## src/rtl/instr_prefetch_reg_pkg.sv

```systemverilog
// Shared types and helpers for the instruction prefetch register and its queue.
package instr_prefetch_reg_pkg;

   // Assembler state: waiting for an opcode byte, or for the operand byte of a long instruction
   typedef enum logic {
      ST_FIRST  = 1'b0,
      ST_SECOND = 1'b1
   } ipr_state_e;

   // Default configuration of the original 8-bit machine
   localparam int unsigned IPR_BUS_W_DEF   = 8;
   localparam int unsigned IPR_OPC_W_DEF   = 4;
   localparam int unsigned IPR_DEPTH_DEF   = 2;
   localparam int unsigned IPR_LONG_EN_DEF = 1;

   // Pointer width for a queue of 'depth' slots (at least one bit)
   function automatic int unsigned ipr_ptr_w(input int unsigned depth);
      return (depth > 1) ? $clog2(depth) : 1;
   endfunction

   // Occupancy counter width able to hold 0..depth
   function automatic int unsigned ipr_cnt_w(input int unsigned depth);
      return $clog2(depth + 1);
   endfunction

endpackage

```

## src/rtl/instr_prefetch_reg_fifo.sv

```systemverilog
// Generic show-ahead FIFO: head entry is readable without a pop; flush empties it in one edge.
module ipr_fifo
   import instr_prefetch_reg_pkg::*;
#(
   parameter int unsigned WIDTH = 17,
   parameter int unsigned DEPTH = 2
) (
   input  logic             clk_i,
   input  logic             rst_ni,
   input  logic             push_i,
   input  logic             pop_i,
   input  logic             flush_i,
   input  logic [WIDTH-1:0] wdata_i,
   output logic [WIDTH-1:0] rdata_o,
   output logic             full_o,
   output logic             empty_o
);

   localparam int unsigned PTR_W = ipr_ptr_w(DEPTH);
   localparam int unsigned CNT_W = ipr_cnt_w(DEPTH);
   localparam logic [PTR_W-1:0] LAST_PTR  = PTR_W'(DEPTH - 1);
   localparam logic [CNT_W-1:0] DEPTH_CNT = CNT_W'(DEPTH);

   logic [WIDTH-1:0] mem_q [DEPTH];
   logic [PTR_W-1:0] wr_ptr_q, wr_ptr_d;
   logic [PTR_W-1:0] rd_ptr_q, rd_ptr_d;
   logic [CNT_W-1:0] count_q, count_d;
   logic             do_push, do_pop;

   // Pointers wrap explicitly so DEPTH need not be a power of two
   function automatic logic [PTR_W-1:0] next_ptr(input logic [PTR_W-1:0] p);
      return (p == LAST_PTR) ? '0 : p + 1'b1;
   endfunction

   assign full_o  = (count_q == DEPTH_CNT);
   assign empty_o = (count_q == '0);
   assign do_push = push_i & ~full_o & ~flush_i;
   assign do_pop  = pop_i & ~empty_o & ~flush_i;
   assign rdata_o = mem_q[rd_ptr_q];

   // Next pointer/count state; flush overrides any push or pop
   always_comb begin
      wr_ptr_d = wr_ptr_q;
      rd_ptr_d = rd_ptr_q;
      count_d  = count_q;
      if (flush_i) begin
         wr_ptr_d = '0;
         rd_ptr_d = '0;
         count_d  = '0;
      end else begin
         if (do_push) wr_ptr_d = next_ptr(wr_ptr_q);
         if (do_pop)  rd_ptr_d = next_ptr(rd_ptr_q);
         case ({do_push, do_pop})
            2'b10:   count_d = count_q + 1'b1;
            2'b01:   count_d = count_q - 1'b1;
            default: count_d = count_q;
         endcase
      end
   end

   // Pointer and occupancy registers
   always_ff @(posedge clk_i or negedge rst_ni) begin
      if (!rst_ni) begin
         wr_ptr_q <= '0;
         rd_ptr_q <= '0;
         count_q  <= '0;
      end else begin
         wr_ptr_q <= wr_ptr_d;
         rd_ptr_q <= rd_ptr_d;
         count_q  <= count_d;
      end
   end

   // Storage needs no reset: stale slots are never observed while the queue is empty
   always_ff @(posedge clk_i) begin
      if (do_push) mem_q[wr_ptr_q] <= wdata_i;
   end

endmodule

```

## src/rtl/instr_prefetch_reg.sv

```systemverilog
// Instruction prefetch register: assembles short/long instructions from bus bytes into a
// show-ahead queue and presents the head opcode/operand to the control unit.
module instr_prefetch_reg
   import instr_prefetch_reg_pkg::*;
#(
   parameter int unsigned BUS_W   = IPR_BUS_W_DEF,
   parameter int unsigned OPC_W   = IPR_OPC_W_DEF,
   parameter int unsigned DEPTH   = IPR_DEPTH_DEF,
   parameter int unsigned LONG_EN = IPR_LONG_EN_DEF
) (
   input  logic             clk,
   input  logic             rst,
   input  logic             ii,
   input  logic [BUS_W-1:0] bus,
   input  logic             ir_next,
   input  logic             flush,
   output logic             full,
   output logic             ir_valid,
   output logic [OPC_W-1:0] opcode,
   output logic [BUS_W-1:0] operand,
   output logic             is_long,
   output logic             ovf_err
);

   typedef struct packed {
      logic             is_long;
      logic [BUS_W-1:0] byte0;
      logic [BUS_W-1:0] byte1;
   } entry_t;

   localparam int unsigned ENT_W = $bits(entry_t);
   localparam int unsigned IMM_W = BUS_W - OPC_W;

   ipr_state_e       state_q;
   logic [BUS_W-1:0] hold_q;
   logic             ovf_q;

   logic             accept_w;
   logic             long_first_w;
   logic             push_w;
   entry_t           push_entry_w;
   entry_t           head_w;
   logic [ENT_W-1:0] head_raw_w;
   logic             full_w;
   logic             empty_w;

   assign accept_w     = ii & ~full_w & ~flush;
   assign long_first_w = (LONG_EN != 0) & bus[BUS_W-1];
   assign head_w       = entry_t'(head_raw_w);

   // Decide whether the accepted byte completes an instruction and build the queue entry
   always_comb begin
      push_w       = 1'b0;
      push_entry_w = '0;
      if (accept_w) begin
         case (state_q)
            ST_FIRST: begin
               if (!long_first_w) begin
                  push_w             = 1'b1;
                  push_entry_w.byte0 = bus;
               end
            end
            ST_SECOND: begin
               push_w               = 1'b1;
               push_entry_w.is_long = 1'b1;
               push_entry_w.byte0   = hold_q;
               push_entry_w.byte1   = bus;
            end
            default: push_w = 1'b0;
         endcase
      end
   end

   // Assembler FSM, opcode hold register and sticky overflow flag
   always_ff @(posedge clk or negedge rst) begin
      if (!rst) begin
         state_q <= ST_FIRST;
         hold_q  <= '0;
         ovf_q   <= 1'b0;
      end else if (flush) begin
         state_q <= ST_FIRST;
         hold_q  <= '0;
         ovf_q   <= 1'b0;
      end else begin
         if (ii && full_w) ovf_q <= 1'b1;
         if (accept_w) begin
            case (state_q)
               ST_FIRST: begin
                  if (long_first_w) begin
                     hold_q  <= bus;
                     state_q <= ST_SECOND;
                  end
               end
               ST_SECOND: begin
                  hold_q  <= '0;
                  state_q <= ST_FIRST;
               end
               default: state_q <= ST_FIRST;
            endcase
         end
      end
   end

   ipr_fifo #(
      .WIDTH (ENT_W),
      .DEPTH (DEPTH)
   ) u_fifo (
      .clk_i   (clk),
      .rst_ni  (rst),
      .push_i  (push_w),
      .pop_i   (ir_next),
      .flush_i (flush),
      .wdata_i (push_entry_w),
      .rdata_o (head_raw_w),
      .full_o  (full_w),
      .empty_o (empty_w)
   );

   // Format the head entry for the control unit; everything reads zero when the queue is empty
   always_comb begin
      opcode   = '0;
      operand  = '0;
      is_long  = 1'b0;
      ir_valid = ~empty_w;
      if (!empty_w) begin
         opcode  = head_w.byte0[BUS_W-1 -: OPC_W];
         is_long = head_w.is_long;
         if (head_w.is_long) operand = head_w.byte1;
         else                operand[IMM_W-1:0] = head_w.byte0[IMM_W-1:0];
      end
   end

   assign full    = full_w;
   assign ovf_err = ovf_q;

endmodule

```

## config.mk

```make
export PLATFORM = sky130hd
export DESIGN_NAME = instr_prefetch_reg
export DESIGN_NICKNAME = d
export VERILOG_FILES = /design/src/rtl/instr_prefetch_reg_pkg.sv /design/src/rtl/instr_prefetch_reg_fifo.sv /design/src/rtl/instr_prefetch_reg.sv
export SDC_FILE = /design/constraint.sdc
export NUM_CORES = 1
export LEC_CHECK = 0
export ABC_CLOCK_PERIOD_IN_PS = 3500
export BUFFER_PORTS_ARGS = -buffer_cell sky130_fd_sc_hd__buf_2
export CORE_ASPECT_RATIO = 0.9
export CORE_MARGIN = 3
export CORE_UTILIZATION = 35
export CTS_CLUSTER_SIZE = 24
export DETAILED_ROUTE_END_ITERATION = 7
export GPL_TIMING_DRIVEN = 0
export SYNTH_ARGS = -nofsm -noshare
export SYNTH_HDL_FRONTEND = slang
export SYNTH_SLANG_ARGS = --single-unit
```

## constraint.sdc

```tcl
create_clock -name clk -period 3.5 [get_ports clk]
set_clock_uncertainty 0.05 [all_clocks]
set_input_delay 1.05 -clock clk [delete_from_list [all_inputs] [get_ports clk]]
set_output_delay 1.05 -clock clk [all_outputs]
set_load 0.02 [all_outputs]
```

==> results.cfg, run 1 <==
[drt]
routed_wl_mm = 4.906
remaining_drc_errors = 0
vias_per_cell = 5.179
ant_nets = 0
drt_iter0_markers = 94
vias = 1564
wl_per_cell_um = 16.25
dr.pass1.iters = 4

[clocking]
root_buffer = clkbuf_8
clockBufferDepth = 2
cts_sinks = 48
cts_buffers = 5
cts_setup_buffers = 0
holdBufCountCts = 0
cts_resized = 0
clk_pin_slew_ns = 0.09
clk_latency_ns = 0.31
cts_tree = done
htree_levels = 2

[timing]
fin_crit_sh = 0.8160
setup_violations = 0
slew_headroom = 0.4058
period_minus_slack_ns = 2.856
drv_slew = 0
worst_pin_slew_ns = 0.8912
worst_slack_ns = 0.6438
finalHoldViolations = 0
rsz0062_at_grt = no
fmax_mhz = 350.1

[placement]
io_buffers = 26
place_area_mm2 = 0.002527
dp_hpwl_mm = 3.398
gp_congestion = 0.8305
place_ws_ns = 0.5327

[final_layout]
nNetsFinal = 227
multi_input_area_um2 = 780.7
antenna_cells = 0
regArea_mm2 = 0.001371
post-route-util = 0.4245
final_cell_area_mm2 = 0.002639
layout.filler_cells = 619
drive_gt1_frac = 0.2605
synthToLayoutAreaGrowth_pct = 16.13

[global_route]
antenna_found_initial = 0
grt_pass1_wl_mm = 8.024
grt_max_degree = 18
gr-total-overflow = 0
track_usage = 0.1413
grt_pass1_vias = 1527

[synth]
synth_cells = 180
syn_area_per_cell_um2 = 12.62
ys_ff_latch = 48
syn_area_mm2 = 0.002272
asyncSetResetFlopFracSynth = 0.2917
synth_edf_count = 34
yosysTopAreaCellShare = 0.4493
yosys.area.top_type = edfxtp_1
yosysSeqAreaShare = 0.6035
yosys_warnings = 0
yosysUniqueCellTypes = 43
syn_nets = 193
yosys-top-cells-area = edfxtp_1, dfrtp_1, mux2i_1, nor2_1, and3_1
synth_ff_type = edfxtp_1

[min_path]
holdCritStartpoint = hold_q[7]$_DFFE_PN0P_
worstHoldPathCells = 1
min_path_type = register to register
whs_endpoint = hold_q[7]$_DFFE_PN0P_

[power_and_ir_drop]
p_sw_frac = 0.2480
power_frac_clock = 0.336
intPower_w = 0.0008919
power_frac_seq = 0.532
power_w = 0.001186
switchingPower_w = 0.0002941
ir_drop_v = 0.0001971
power.density_mw_per_mm2 = 449.5
p_comb_frac = 0.131
p_leak_nw = 1.078

[worst_setup_path]
cp_data_arrival_time_ns = 1.76
required_ns = 2.40
reg2regPathDepth = 7
crit_family = buffers and inverters
slowest_stage = mux2_2
rr_startpoint = u_fifo.count_q[1]$_DFFE_PN0P_
worst-path-max-fanout = 9
critical_path_class = register to output port
r2r_end = u_fifo.mem_q[1][7]$_DFFE_PP_
worstSetupStartpointType = register
crit_top_cell = buf_2
worstPathCellList = buf_2 > mux2_2 > o21ai_1 > nor2_1 > buf_2
path_buf_inv = 2
ff2ff_setup_slack_ns = 1.21
cp-end-kind = output port
crit_path_max_incr_delay_ns = 0.37

[floorplanning]
fp.dieW_um = 90.93
fp.dieArea_mm2 = 0.007496
placementRows = 27
die_h_um = 82.44
initial_core_util = 0.3655
ioPinCount = 29
coreArea_mm2 = 0.006216

[run]
maxCapViolations = 0

[status]
outcome = completed
==> routing by layer <==
metal | GRT usage | vias up | wire length (um)
met3 | 0.03804 | 6 | 284
met4 | 0.04367 | 0 | 59
met1 | 0.1901 | 769 | 2362
met2 | 0.2256 | 55 | 2199
li1 | - | 734 | -
met5 | 0 | - | 0
==> flip-flops by register name, summed over array words and instances (netlist names) <==
signal	count
state_q	1
ovf_err	1
u_fifo.mem_q	34
u_fifo.count_q	2
u_fifo.rd_ptr_q	1
hold_q	8
u_fifo.wr_ptr_q	1
==> cell usage after synthesis, types with 4 or more instances <==
master	instances
edfxtp_1	34
nor2_1	18
dfrtp_1	14
mux2i_1	12
and3_1	10
a21oi_1	9
a211oi_1	8
nor2b_1	8
buf_2	5
inv_1	5
a22o_1	4
clkbuf_1	4
nor3b_1	4
==> worst max-delay path by stage <==
| stage | start | endpoint | slack, ns | cells after the start |
|---|---|---|---|---|
| 4_1_cts | u_fifo.rd_ptr_q$_DFFE_PN0P_ | operand[4] | 0.60 | 5 |
| 6_report | u_fifo.rd_ptr_q$_DFFE_PN0P_ | operand[4] | 0.64 | 5 |
| 2_1_floorplan | flush | u_fifo.mem_q[0][0]$_DFFE_PP_ | 0.32 | 4 |
| 3_3_place_gp | ii | u_fifo.mem_q[0][11]$_DFFE_PP_ | -0.65 | 4 |
| 3_5_place_dp | flush | u_fifo.mem_q[1][5]$_DFFE_PP_ | 0.53 | 5 |
| 5_1_grt | u_fifo.rd_ptr_q$_DFFE_PN0P_ | operand[6] | 0.51 | 5 |
==> power groups by stage <==
| stage | clock (W) | combinational [W] | sequential (W) |
|---|---|---|---|
| 2_1_floorplan | 0 | 0.000106 | 0.000642 |
| 3_3_place_gp | 0 | 0.000153 | 0.000643 |
| 3_5_place_dp | 0 | 0.000156 | 0.000644 |
| 4_1_cts | 0.000406 | 0.000157 | 0.000631 |
| 5_1_grt | 0.000433 | 0.000171 | 0.000633 |
| 6_report | 0.000399 | 0.000156 | 0.000631 |
==> final cells by class <==
type                            instances  area share
Buffer                                 14     0.03698
Clock inverter                          3     0.01612
Sequential cell                        48      0.5197
Clock buffer                            5     0.02608
Tap cell                               87     0.04125
Multi-Input combinational cell        112      0.2959
Inverter                                6     0.01043
Timing Repair Buffer                   27     0.05358
==> placed cells by master (no fill, tap or decap), drive strengths merged, types with 2 or more instances in the layout <==
| master | n |
|---|---|
| buf | 37 |
| edfxtp | 34 |
| nor2 | 20 |
| dfrtp | 14 |
| mux2i | 12 |
| and3 | 10 |
| a21oi | 9 |
| nor2b | 9 |
| clkbuf | 9 |
| a211oi | 8 |
| inv | 6 |
| nor3b | 4 |
| a22o | 4 |
| a22oi | 3 |
| nand2 | 3 |
| o31ai | 3 |
| nand4 | 3 |
| nand2b | 3 |
| o21ai | 3 |
| nor3 | 3 |
| xor2 | 2 |
| nand3 | 2 |
| a31oi | 2 |
==> logic make-up (layout without fill, tap and decap cells) <==
group           Yosys count  after routing  synth area share
mux                      13             13           0.05782
buf+inv                  20             55           0.05506
xor+xnor                  2              2          0.007711
simple gates             60             60            0.1564
compound gates           37             37            0.1195
flops                    48             48            0.6035
==> per-stage QoR <==
step	hold WS (ns)	setup TNS, ns	cells
detailed placement	0.4112	0	294
CTS	0.4296	0	302
floorplan	0.3920	0	180
global route	0.4371	0	302
global placement	0.4070	-11.01	293
finish	0.4281	0	302
Note: power is estimated with default switching activity, not from simulation.
==> run 2, diff against run 1 <==
ABC_AREA = 1   (was unset)
ABC_CLOCK_PERIOD_IN_PS = 2540   (was 3500)
clock period = 2.54 ns   (was 3.5 ns; I/O delays follow)
==> run 2 against run 1 <==
  * Critical path depth is 2 higher
  * Die area decreased by 1.9%
  * Combinational power grew to 4.9 times the previous value
  * Area after synthesis is 2.0% lower
  * Largest cell class unchanged
  * Largest power group unchanged
==> results.cfg, run 2 <==
[worst_setup_path]
ff2ff_setup_slack_ns = 0.57
required_ns = 1.73
critical_path_class = register to output port
crit_family = buffers and inverters
crit_path_max_incr_delay_ns = 0.35
r2r_end = u_fifo.mem_q[1][14]$_DFFE_PP_
reg2regPathDepth = 5
worstPathCellList = buf_6 > inv_6 > or2_4 > o21ai_4 > nand3_2 > o211a_1 > buf_2
cp-end-kind = output port
path_buf_inv = 3
cp_data_arrival_time_ns = 1.64
slowest_stage = dfrtp_1
cp_num_cells = 7
worst-path-max-fanout = 10
worstSetupStartpointType = register
rr_startpoint = state_q$_DFFE_PN0P_

[timing]
period_minus_slack_ns = 2.449
worst_pin_slew_ns = 0.9085
rsz0062_at_grt = no
finalHoldViolations = 0
worst_slack_ns = 0.09057
drv_slew = 0
fmax_mhz = 408.3
setup_violations = 0
setup_tns_ns = 0
fin_crit_sh = 0.9643
slew_headroom = 0.3937

[synth]
yosysTopAreaCellShare = 0.4587
yosys.area.top_type = edfxtp_1
yosys-top-cells-area = edfxtp_1, dfrtp_1, nand2_1, inv_1, nor2_1
synth_edf_count = 34
yosysSeqAreaShare = 0.6161
syn_area_mm2 = 0.002226
yosysUniqueCellTypes = 26
synth_ff_type = edfxtp_1
syn_area_per_cell_um2 = 10.40
synth_cells = 214
asyncSetResetFlopFracSynth = 0.2917
ys_ff_latch = 48
syn_nets = 227
yosys_warnings = 0
ys_top_cells_by_count = nand2_1, edfxtp_1, inv_1, nor2_1, dfrtp_1
post-synth-top-count-cell = nand2_1

[clocking]
cts_buffers = 5
cts_tree = done
clk_pin_slew_ns = 0.09
root_buffer = clkbuf_8
cts_sinks = 48
clk_latency_ns = 0.30
htree_levels = 2
clockBufferDepth = 2

[global_route]
gr-total-overflow = 0
grt_pass1_wl_mm = 7.755
antenna_found_initial = 0
grt_pass1_vias = 1527
track_usage = 0.1374
grt_max_degree = 18

[drt]
vias = 1544
wl_per_cell_um = 13.68
routed_wl_mm = 4.598
wl_met1_mm = 2.264
drt_iter0_markers = 54
vias_per_cell = 4.595
remaining_drc_errors = 0
dr.pass1.iters = 4
highest_layer = met4
met2_length_mm = 2.144
dr_wl_met3_um = 138
ant_nets = 0

[final_layout]
nNetsFinal = 264
largest_registers = u_fifo.mem_q: 34 flops, hold_q: 8 flops, u_fifo.count_q: 2 flops
final_cells = 336
largest_register_ffs = 34
final_cell_mix = nand2_1, edfxtp_1, buf_2, inv_1, nor2_1
drive_gt1_frac = 0.2500
synthToLayoutAreaGrowth_pct = 16.30
final_common_cell = nand2_1
antenna_cells = 0
top_register = u_fifo.mem_q

[power_and_ir_drop]
p_comb_frac = 0.355
switchingPower_w = 0.0007894
p_sw_frac = 0.3673
ir_drop_v = 0.0003858
power.density_mw_per_mm2 = 830.1
p_leak_nw = 1.123
power_frac_clock = 0.207
power_w = 0.002149
power_frac_seq = 0.438
intPower_w = 0.001360

[min_path]
min_path_type = input pin to asynchronous set/reset pin

[placement]
dp_hpwl_mm = 3.302
gp_congestion = 0.7554
place_ws_ns = 0.1123
dp.cells = 326
io_buffers = 28

[floorplanning]
fp.dieW_um = 90.06
placementRows = 26
die_h_um = 81.66
fp.dieArea_mm2 = 0.007354
initial_core_util = 0.3760
coreArea_mm2 = 0.005921
ioPinCount = 29

[status]
outcome = completed

[run]
maxCapViolations = 0
## run 2: kinds of logic (layout without fill, tap and decap cells)
logic type | Yosys count | after routing | synth area share
AO/OA/AOI/OAI | 34 | 35 | 0.09556
AND/OR/NAND/NOR | 97 | 97 | 0.2114
flip-flops | 48 | 48 | 0.6161
buffers and inverters | 35 | 72 | 0.07701
## run 2: worst max path at each step
stage	slack, ns	from	to
detailed placement	0.11	flush	u_fifo.mem_q[1][5]$_DFFE_PP_
finish	0.09	u_fifo.rd_ptr_q$_DFFE_PN0P_	operand[0]
CTS	0.03	u_fifo.rd_ptr_q$_DFFE_PN0P_	operand[7]
global route	0.004	u_fifo.rd_ptr_q$_DFFE_PN0P_	opcode[2]
global placement	-0.30	flush	u_fifo.mem_q[1][5]$_DFFE_PP_
floorplan	0.32	flush	u_fifo.mem_q[1][0]$_DFFE_PP_
## run 2: area by class of cell
cell class              instances  area (um^2)
repair buffers                 29        155.1
flip-flops and latches         48         1371
fillers                       612         3332
clock inverters                 2        12.51
plain buffers                   7        58.81
well taps                      84        105.1
multi-input cells             132        698.2
clock buffers                   6        72.57
inverters                      28        115.1
## run 2: through the flow
stage / util / cell area [um^2] / hold WS, ns
3_5_place_dp: 0.4178 / 2474 / 0.4627
2_1_floorplan: - / 2226 / 0.4164
4_1_cts: 0.4322 / 2559 / 0.3127
3_3_place_gp: 0.4174 / 2471 / 0.4597
5_1_grt: 0.4372 / 2589 / 0.3149
6_report: 0.4372 / 2589 / 0.3022
## run 2: repair_timing
item                       CTS  global route
setup buffers                0             1
gates resized for setup      0             5
setup endpoints to repair    0             8
hold buffers                 0             0
## run 2: routing by layer
metal / global-route usage / vias to the layer above
li1: - / 790
met1: 0.1817 / 728
met2: 0.2304 / 22
met3: 0.02656 / 4
met4: 0.04587 / 0
met5: 0 / -
## run 2: power by group through the flow
stage	logic [W]	clock network [W]	registers [W]
floorplan	0.000516	0	0.000959
global placement	0.000729	0	0.000959
detailed placement	0.000737	0	0.000961
CTS	0.000740	0.000456	0.000944
global route	0.000854	0.000492	0.000949
finish	0.000762	0.000445	0.000942
